[src/rtl/pipe_ctrl_unit.sv]
// pipe_ctrl_unit: ID-stage opcode decode carried through ID/EX, EX/MEM and MEM/WB control registers,
// with branch/jump flush and external freeze. Define PIPE_CTRL_HAZARD_EN to compile in the load-use stall.
module pipe_ctrl_unit #(
  parameter int OP_W    = 6,
  parameter int RA_W    = 5,
  parameter int ALUOP_W = 2
) (
  input  logic               clk,
  input  logic               rst,
  input  logic [OP_W-1:0]    op_id,
  input  logic [RA_W-1:0]    rs_id,
  input  logic [RA_W-1:0]    rt_id,
  input  logic               alu_zero_mem,
  input  logic               stall_in,
  output logic               ex_reg_dst,
  output logic               ex_alu_src,
  output logic [ALUOP_W-1:0] ex_alu_op,
  output logic               mem_branch,
  output logic               mem_read,
  output logic               mem_write,
  output logic               wb_reg_write,
  output logic               wb_mem_to_reg,
  output logic               pc_write,
  output logic               ifid_write,
  output logic               ifid_flush,
  output logic               pc_src_branch,
  output logic               pc_src_jump,
  output logic               illegal_op
);

  localparam logic [OP_W-1:0] OP_R    = OP_W'(6'b000000);
  localparam logic [OP_W-1:0] OP_LW   = OP_W'(6'b100011);
  localparam logic [OP_W-1:0] OP_SW   = OP_W'(6'b101011);
  localparam logic [OP_W-1:0] OP_BEQ  = OP_W'(6'b000100);
  localparam logic [OP_W-1:0] OP_ADDI = OP_W'(6'b001000);
  localparam logic [OP_W-1:0] OP_J    = OP_W'(6'b000010);

  typedef struct packed {
    logic               reg_write;
    logic               mem_to_reg;
    logic               branch;
    logic               mem_read;
    logic               mem_write;
    logic               reg_dst;
    logic [ALUOP_W-1:0] alu_op;
    logic               alu_src;
  } idex_t;

  typedef struct packed {
    logic reg_write;
    logic mem_to_reg;
    logic branch;
    logic mem_read;
    logic mem_write;
  } exmem_t;

  typedef struct packed {
    logic reg_write;
    logic mem_to_reg;
  } memwb_t;

  idex_t  dec, idex_d, idex_q;
  exmem_t exmem_d, exmem_q;
  memwb_t memwb_d, memwb_q;
  logic   dec_jump, dec_illegal;
  logic   illegal_d, illegal_q;
  logic   hazard, branch_taken, jump_taken;

  always_comb begin
    dec         = '0;
    dec_jump    = 1'b0;
    dec_illegal = 1'b0;
    case (op_id)
      OP_R: begin
        dec.reg_write = 1'b1;
        dec.reg_dst   = 1'b1;
        dec.alu_op    = ALUOP_W'(2'b10);
      end
      OP_LW: begin
        dec.reg_write  = 1'b1;
        dec.mem_to_reg = 1'b1;
        dec.mem_read   = 1'b1;
        dec.alu_src    = 1'b1;
      end
      OP_SW: begin
        dec.mem_write = 1'b1;
        dec.alu_src   = 1'b1;
      end
      OP_BEQ: begin
        dec.branch = 1'b1;
        dec.alu_op = ALUOP_W'(2'b01);
      end
      OP_ADDI: begin
        dec.reg_write = 1'b1;
        dec.alu_src   = 1'b1;
      end
      OP_J:    dec_jump    = 1'b1;
      default: dec_illegal = 1'b1;
    endcase
  end

`ifdef PIPE_CTRL_HAZARD_EN
  logic [RA_W-1:0] rt_ex_d, rt_ex_q;

  // Register 0 is hardwired, so a load targeting it never creates a dependency.
  assign hazard = idex_q.mem_read && (rt_ex_q != '0) &&
                  ((rt_ex_q == rs_id) || (rt_ex_q == rt_id));

  always_comb begin
    rt_ex_d = rt_ex_q;
    if (!stall_in) rt_ex_d = rt_id;
  end

  always_ff @(posedge clk) begin
    if (rst) rt_ex_q <= '0;
    else     rt_ex_q <= rt_ex_d;
  end
`else
  logic unused_id_fields;
  assign hazard           = 1'b0;
  assign unused_id_fields = ^{rs_id, rt_id};
`endif

  assign branch_taken = exmem_q.branch & alu_zero_mem;
  // A jump behind a taken branch or a stalled load is on a path that will be refetched.
  assign jump_taken   = dec_jump & ~hazard & ~branch_taken;

  assign pc_src_branch = ~rst & branch_taken;
  assign pc_src_jump   = ~rst & jump_taken;
  assign pc_write      = ~rst & ~stall_in & (branch_taken | ~hazard);
  assign ifid_write    = ~rst & ~stall_in & (branch_taken | ~hazard);
  assign ifid_flush    = ~rst & ~stall_in & (branch_taken | jump_taken);

  always_comb begin
    idex_d    = idex_q;
    exmem_d   = exmem_q;
    memwb_d   = memwb_q;
    illegal_d = illegal_q | dec_illegal;
    if (!stall_in) begin
      memwb_d.reg_write  = exmem_q.reg_write;
      memwb_d.mem_to_reg = exmem_q.mem_to_reg;
      exmem_d.reg_write  = idex_q.reg_write;
      exmem_d.mem_to_reg = idex_q.mem_to_reg;
      exmem_d.branch     = idex_q.branch;
      exmem_d.mem_read   = idex_q.mem_read;
      exmem_d.mem_write  = idex_q.mem_write;
      idex_d             = dec;
      if (branch_taken) begin
        idex_d  = '0;
        exmem_d = '0;
      end else if (hazard) begin
        idex_d = '0;
      end
    end
  end

  always_ff @(posedge clk) begin
    if (rst) begin
      idex_q    <= '0;
      exmem_q   <= '0;
      memwb_q   <= '0;
      illegal_q <= 1'b0;
    end else begin
      idex_q    <= idex_d;
      exmem_q   <= exmem_d;
      memwb_q   <= memwb_d;
      illegal_q <= illegal_d;
    end
  end

  assign ex_reg_dst    = idex_q.reg_dst;
  assign ex_alu_src    = idex_q.alu_src;
  assign ex_alu_op     = idex_q.alu_op;
  assign mem_branch    = exmem_q.branch;
  assign mem_read      = exmem_q.mem_read;
  assign mem_write     = exmem_q.mem_write;
  assign wb_reg_write  = memwb_q.reg_write;
  assign wb_mem_to_reg = memwb_q.mem_to_reg;
  assign illegal_op    = illegal_q;

endmodule
[config.mk]
export PLATFORM = sky130hd
export DESIGN_NAME = pipe_ctrl_unit
export DESIGN_NICKNAME = d
export VERILOG_FILES = /design/src/rtl/pipe_ctrl_unit.sv
export SDC_FILE = /design/constraint.sdc
export NUM_CORES = 1
export LEC_CHECK = 0
export ABC_AREA = 1
export CORE_MARGIN = 3
export CORE_UTILIZATION = 41
export DETAILED_ROUTE_END_ITERATION = 12
export PLACE_DENSITY_LB_ADDON = 0.2
export SETUP_SLACK_MARGIN = 0.15
export SLEW_MARGIN = 20
export SYNTH_ARGS = -nofsm -noshare
export SYNTH_HDL_FRONTEND = slang
export SYNTH_SLANG_ARGS = --single-unit
[constraint.sdc]
create_clock -name clk -period 3 [get_ports clk]
set_input_delay 0.9 -clock clk [delete_from_list [all_inputs] [get_ports clk]]
set_output_delay 0.9 -clock clk [all_outputs]
set_load 0.05 [all_outputs]
Word level (Yosys, flattened, before mapping)
Cells that the tools add are included.
{ "totals": {"elab_cells": 47, "in_bits": 20, "regBits": 17, "out_inout_bits": 15} }
{ "classes": {"n_reduce_logical": 4, "n_eq_ne": 5, "muxes": 11, "bitwise": 11} }
{ "op_table": {"columns": ["cell", "n"], "rows": [
  ["6-bit == test (second input constant)", 2],
  ["9-bit two-way mux", 1],
  ["1-bit two-way mux", 8],
  ["1-bit bitwise AND", 6],
  ["6-bit by 2-bit == test with 1-bit output (second input constant)", 1],
  ["6-bit by 3-bit == test with 1-bit output (second input constant)", 1],
  ["6-bit by 4-bit == test with 1-bit output (second input constant)", 1],
  ["6-bit zero test", 1],
  ["3-bit OR reduction", 2],
  ["6-bit OR reduction", 1],
  ["5-bit two-way mux", 1],
  ["2-bit one-hot mux with 2 select lines", 1],
  ["1-bit inverter", 3],
  ["1-bit OR", 2]
]} }

Longest topological paths before layout
Gate-level depths: netlist of run 1.
{ "depth": {"ltp_word": 5, "ltp_mapped": 7, "ltp_nobuf": 7} }

Worst setup path before layout of run 1
OpenSTA, ideal clock, no wires.
{ "synth_path": {"kind": "input port to output port", "startpoint": "input port rst", "endpoint": "output port ifid_flush", "n_path_buf": 1, "arrival_time_ns": 2.637, "path_stages": 3, "path_slack_ns": -0.537, "required_time_ns": 2.100, "cell_sequence": "buf_2 nor2_1 a21boi_1"} }
{ "synth_between": {"elab_chain_len": 3} }
{ "synth_rtl": {"columns": ["item", "line", "source"], "rows": [
  ["start: declaration", "9", "input logic rst,"],
  ["1-bit inverter", null, null],
  ["1-bit bitwise AND", null, null],
  ["via ifid_write", "24", "output logic ifid_write,"],
  ["1-bit bitwise AND", "132", "assign ifid_flush = ~rst & ~stall_in & (branch_taken | jump_taken);"],
  ["end: declaration", "25", "output logic ifid_flush,"]
]} }
The timed path passes the listed nets, and every way through them passes these cells.

Final worst setup path of run 1
{ "layout_path": {"startpoint": "input port alu_zero_mem", "endpoint": "output port pc_src_jump"} }
{ "layout_between": {"elab_chain_len": 4} }
{ "layout_rtl": {"columns": ["item", "line", "source"], "rows": [
  ["start: declaration", "13", "input logic alu_zero_mem,"],
  ["1-bit bitwise AND", "124", "assign branch_taken = exmem_q.branch & alu_zero_mem;"],
  ["1-bit inverter", "126", "assign jump_taken = dec_jump & ~hazard & ~branch_taken;"],
  ["1-bit bitwise AND", "126", null],
  ["1-bit bitwise AND", "129", "assign pc_src_jump = ~rst & jump_taken;"],
  ["end: declaration", "27", "output logic pc_src_jump,"]
]} }
Every way passes these cells.

==> results.json, run 1 <==
{
  "topRoutingLayerUsed": "met4",
  "dp_hpwl_mm": 1.20,
  "startpoint_type": "input pin",
  "wl_met1_um": 673,
  "reg.largest.list": "idex_q: 4 flops, exmem_q: 2 flops",
  "p_leak_nw": 0.421,
  "max_slew_margin_pct": 66.0,
  "first_pass_iters": 4,
  "critical_path_peak_fanout": 4,
  "grt_overflow": 0,
  "synth_top_area_cell": "dfxtp_1",
  "clkSinkCount": 14,
  "yosysMostFrequentCell": "nand2_1",
  "syn_to_final_growth_pct": 53.6,
  "drcViolationCount": 0,
  "p_clk_share_pct": 28.8,
  "dp.cells": 132,
  "ys.flop_type": "dfxtp_1",
  "max_freq_mhz": 358,
  "crit_slowest_cell": "clkdlybuf4s50_1",
  "num_antenna_cells": 0,
  "worst_hold_slack_ps": 464,
  "fin_skew_ps": 1.08,
  "worst_pin_slew_ps": 509,
  "largest_register_ffs": 4,
  "wl_met2_um": 765,
  "wl_per_cell_um": 11.4,
  "ys_top_cells_by_area": "dfxtp_1 41%, nand2_1 12%, a21oi_1 8.0%",
  "clk_latency_ps": 280,
  "fp.dieH_um": 47.0,
  "final_area_um2": 1060,
  "route.met3.wl_um": 79,
  "intPower_w": 0.000264,
  "placed_area_um2": 1020,
  "synth_commonest_cells": "22 x nand2_1, 14 x dfxtp_1, 11 x a21oi_1",
  "cts_tree": "built",
  "cts_buffers": 3,
  "worstHoldPathType": "reg -> reg",
  "rsz0062_at_grt": "no",
  "port-buffer-count": 24,
  "largest_register": "idex_q",
  "grt_use_total_pct": 16.4,
  "num_rows": 14,
  "vias": 686,
  "start_util_pct": 44.6,
  "path_cells": "clkdlybuf4s50_1, nand2_2, inv_2, nor3_4, buf_12",
  "switching_share_pct": 26.7,
  "core_area_um2": 1540,
  "synth-edff-count": 0,
  "antenna_found_initial": 0,
  "slowest_delay_ps": 420,
  "drive_gt1_share_pct": 30.6,
  "drt-total-wl_mm": 1.56,
  "final_cells": 137,
  "comb_power_share_pct": 19.0,
  "finalHoldViolCount": 0,
  "grt_pass1_wl_mm": 2.48,
  "setup_viol": 0,
  "finish.utilization_pct": 68.6,
  "grt_pass1_vias": 599,
  "drt_iter0_drc": 18,
  "worstSetupPathType": "in -> out",
  "clkTransAtPathRegs_ps": 80,
  "multi_input_area_um2": 348,
  "ctsHoldBuffers": 0,
  "die_x_um": 47.0,
  "ys.warnings.count": 0,
  "synth-async-reset-ratio_pct": 0,
  "io_pins": 35,
  "critical_path_required_ps": 2100,
  "ys_seq_elements": 14,
  "syn-num-nets": 111,
  "period_share_pct": 93.2,
  "synth_cell_types": 18,
  "ir_worst_vdd_mv": 0.152,
  "htree_levels": 1,
  "synth_area_um2": 688,
  "grt_max_degree": 16,
  "clock_path_buffers": 2,
  "critical_path_arrival_ps": 1900,
  "vias_per_cell": 5.01,
  "drv_cap": 0,
  "die_area_um2": 2210,
  "seqPwrFrac_pct": 52.3,
  "synth_area_per_cell_um2": 7.56,
  "p_per_area_nw_per_um2": 341,
  "clock-root-buffer": "clkbuf_4",
  "worstSetupEndpointType": "output port",
  "min_period_ps": 2800,
  "synth_seq_area_share_pct": 40.7,
  "yosys.area.top_type_share_pct": 40.7,
  "status": "finished, final reports clean",
  "netlist_instances": 91,
  "ant_nets": 0,
  "nFillCells": 129,
  "net-switching-power_w": 0.0000962,
  "nets": 143,
  "register_area_um2": 280,
  "gp_congestion": 0.829,
  "slew_viol_final": 0
}
==> power groups by stage <==
stage	Sequential [W]	Combinational [W]	Clock, W
after CTS	0.000188	0.0000680	0.000104
after detailed placement	0.000193	0.0000697	0
after floorplan	0.000197	0.0000324	0
after global placement	0.000193	0.0000690	0
final	0.000188	0.0000682	0.000104
after global routing	0.000189	0.0000734	0.000114
==> logic make-up after synthesis <==
| kind of cell | Yosys count | synth area share [%] |
|---|---|---|
| and+or+nand+nor | 48 | 35.1 |
| buffers and inverters | 14 | 11.3 |
| DFF | 14 | 40.7 |
| AOI/OAI and AO/OA | 15 | 12.9 |
==> per-stage QoR <==
stage	power [W]	setup TNS [ps]	setup slack, ps
floorplan	0.000229	-5.02	-5.02
global placement	0.000262	0	45.3
detailed placement	0.000262	0	26.6
CTS	0.000360	0	165
global route	0.000376	0	151
finish	0.000360	0	204
==> routing by layer <==
metal | up-vias | global-route usage [%]
met1 | 301 | 19.7
li1 | 356 | -
met2 | 23 | 25.2
met5 | - | 0
met4 | 0 | 11.6
met3 | 6 | 4.21
==> worst paths after layout <==
kind / start / end / slack, ps / depth (start not counted)
worst min register to register: idex_q[4] / mem_write / 460 / 2
worst min-delay path: idex_q[4] / mem_write / 460 / 2
worst max-delay path: alu_zero_mem / pc_src_jump / 200 / 5
worst max register to register: mem_branch / idex_q[8] / 1960 / 5
==> area by class of cell <==
cell class                      count  share of cell area [%]
Inverter                            7                    2.49
Multi-Input combinational cell     63                    32.9
Sequential cell                    14                    26.5
Timing Repair Buffer               34                    34.1
Clock buffer                        3                    2.13
Tap cell                           16                    1.89
==> layout by cell type (no fill, tap or decap), types with 4 or more instances in the layout <==
| master | Yosys | layout |
|---|---|---|
| inv_2 | 5 | 5 |
| nand2_1 | 22 | 22 |
| clkdlybuf4s50_1 | 0 | 12 |
| nand4_1 | 4 | 4 |
| nand3_1 | 5 | 5 |
| buf_12 | 0 | 5 |
| nor2_1 | 8 | 7 |
| a21oi_1 | 11 | 11 |
| dfxtp_1 | 14 | 14 |
| dlygate4sd2_1 | 0 | 6 |
| buf_4 | 4 | 10 |
==> critical path: cells and delay by family <==
| family | cells | cell delay [ps] |
|---|---|---|
| simple gates | 2 | 320 |
| buf+inv | 3 | 670 |
==> repair_timing <==
action	4_1_cts	5_1_grt
endpoints found under the setup margin	2	2
pin swaps	3	3
buffers inserted	1	1
gates resized for setup	6	2
endpoints found under the hold margin	0	0
No activity file was read; power rests on OpenSTA's default activity.
==> run 2, diff against run 1 <==
--- a/config.mk
+++ b/config.mk
@@ -9,6 +9,7 @@
 export CORE_MARGIN = 3
 export CORE_UTILIZATION = 41
 export DETAILED_ROUTE_END_ITERATION = 12
+export GPL_TIMING_DRIVEN = 0
 export PLACE_DENSITY_LB_ADDON = 0.2
 export SETUP_SLACK_MARGIN = 0.15
 export SLEW_MARGIN = 20
==> results.json, run 2 (same netlist as run 1, synthesis figures left out) <==
{
  "critical_path_cell_count": 5,
  "hold_path_depth": 2,
  "die_area_um2": 2210,
  "syn_to_final_growth_pct": 42.0,
  "cts_tree": "built",
  "first_pass_iters": 4,
  "clk_latency_ps": 280,
  "largest_register_ffs": 4,
  "slew_viol_final": 0,
  "p_leak_nw": 0.396,
  "setup_viol": 0,
  "clock_path_buffers": 2,
  "hold_end": "idex_q[4]",
  "start_util_pct": 44.6,
  "grt_overflow": 0,
  "largest_register": "idex_q",
  "fp.dieH_um": 47.0,
  "crit_buf_inv": 2,
  "min_from": "idex_q[4]",
  "drt_iter0_drc": 10,
  "clkSinkCount": 14,
  "nets": 140,
  "worstSetupPathType": "in -> out",
  "r2r_cells": 5,
  "critical_path_required_ps": 2100,
  "num_rows": 14,
  "clock-root-buffer": "clkbuf_4",
  "startpoint_type": "input pin",
  "worst_pin_slew_ps": 495,
  "grt_use_total_pct": 17.0,
  "finalHoldViolCount": 0,
  "reg.largest.list": "idex_q: 4 flops, exmem_q: 2 flops",
  "die_x_um": 47.0,
  "period_share_pct": 91.9,
  "ir_worst_vdd_mv": 0.228,
  "max_slew_margin_pct": 66.9,
  "antenna_found_initial": 0,
  "ff2ff_setup_slack_ps": 1970,
  "ant_nets": 0,
  "io_pins": 35,
  "pre_cts_ws_ps": -592,
  "port-buffer-count": 22,
  "vias": 677,
  "drcViolationCount": 0,
  "max_freq_mhz": 363,
  "core_area_um2": 1540,
  "grt_pass1_vias": 627,
  "num_antenna_cells": 0,
  "dp_hpwl_mm": 1.17,
  "critical-path-top-delay-family": "simple AND/OR/NAND/NOR gates",
  "slowest_delay_ps": 270,
  "ctsHoldBuffers": 0,
  "status": "finished, final reports clean",
  "rsz0062_at_grt": "no",
  "crit_slowest_cell": "dlygate4sd2_1",
  "worstHoldPathType": "reg -> reg",
  "r2r_end": "idex_q[8]",
  "vias_per_cell": 5.01,
  "gp_congestion": 0.857,
  "clkTransAtPathRegs_ps": 90,
  "fin_skew_ps": 5.41,
  "nFillCells": 152,
  "drv_cap": 0,
  "p_per_area_nw_per_um2": 389,
  "p_total_w": 0.000380,
  "cts_buffers": 3,
  "worstSetupEndpointType": "output port",
  "critical_path_peak_fanout": 3,
  "critical_path_arrival_ps": 1860,
  "layout_common_cells": "22 x nand2_1, 14 x dfxtp_1, 11 x a21oi_1, 11 x clkdlybuf4s50_1, 8 x dlygate4sd2_1",
  "drive_gt1_share_pct": 30.3,
  "wl_per_cell_um": 11.3,
  "grt_max_degree": 11,
  "path_cells": "dlygate4sd2_1, nor2_2, nand4_1, nor3_2, buf_6",
  "final_common_cell": "nand2_1",
  "htree_levels": 1,
  "min_period_ps": 2760,
  "setup_slack_ps": 242,
  "drt-total-wl_mm": 1.53,
  "timing.rr.start": "mem_branch",
  "grt_pass1_wl_mm": 2.69
}
## run 2: cell types whose count changed in the layout (fill, tap and decap cells not counted), sizes merged
| cell | previous run | this run |
|---|---|---|
| buf | 15 | 12 |
| dlymetal6s2s | 1 | 0 |
| dlygate4sd2 | 6 | 8 |
| clkbuf | 3 | 4 |
| clkdlybuf4s50 | 12 | 11 |
## run 2: per-layer routing
layer  global-route usage [%]  vias to the layer above  wire length, um
met5                        0                        -                0
met4                     7.18                        0               27
met3                     3.83                        4               71
met2                     28.7                       21              782
met1                     20.5                      306              650
li1                         -                      346                -
## run 2: area by class of cell
| class | count | area [um^2] | area share [%] |
|---|---|---|---|
| plain buffers | 7 | 51.3 | 5.25 |
| clock buffers | 4 | 36.3 | 3.71 |
| inverters | 7 | 26.3 | 2.69 |
| multi-input cells | 63 | 344 | 35.2 |
| flip-flops and latches | 14 | 280 | 28.7 |
| well taps | 16 | 20.0 | 2.05 |
| repair buffers | 24 | 219 | 22.4 |
## run 2: metrics by stage
stage	instance area (um^2)	utilization, %	cells	TNS, ps	hold WS, ps
floorplan	699	-	91	-5.02	439
global placement	940	61.0	129	-1460	447
detailed placement	940	61.0	129	-1460	454
CTS	983	63.8	135	0	468
global route	977	63.4	135	0	485
finish	977	63.4	135	0	470
## run 2: worst max path at each step
| stage | slack (ps) | to | startpoint |
|---|---|---|---|
| after detailed placement | -590 | ifid_flush | op_id[5] |
| after global routing | 200 | pc_src_branch | alu_zero_mem |
| final | 240 | pc_src_jump | op_id[2] |
| after floorplan | -5 | ifid_flush | rst |
| after global placement | -590 | pc_src_jump | op_id[5] |
| after CTS | 150 | pc_src_branch | alu_zero_mem |
## run 2: power by group
| part | internal (W) | switching, W | total, W |
|---|---|---|---|
| logic | 0.0000217 | 0.0000370 | 0.0000587 |
| clock network | 0.0000738 | 0.0000595 | 0.000133 |
| registers | 0.000187 | 0.000000836 | 0.000188 |
## run 2: worst min-delay path: cells and delay by family, from the launching register on
family / cells / cell delay (ps)
DFF: 1 / 320
and+or+nand+nor: 1 / 60
AOI/OAI and AO/OA: 1 / 50
## run 2: timing repair
action	in CTS	in global routing
buffers inserted	2	0
setup endpoints to repair	5	1
pin swaps	4	0
gates resized for setup	25	2
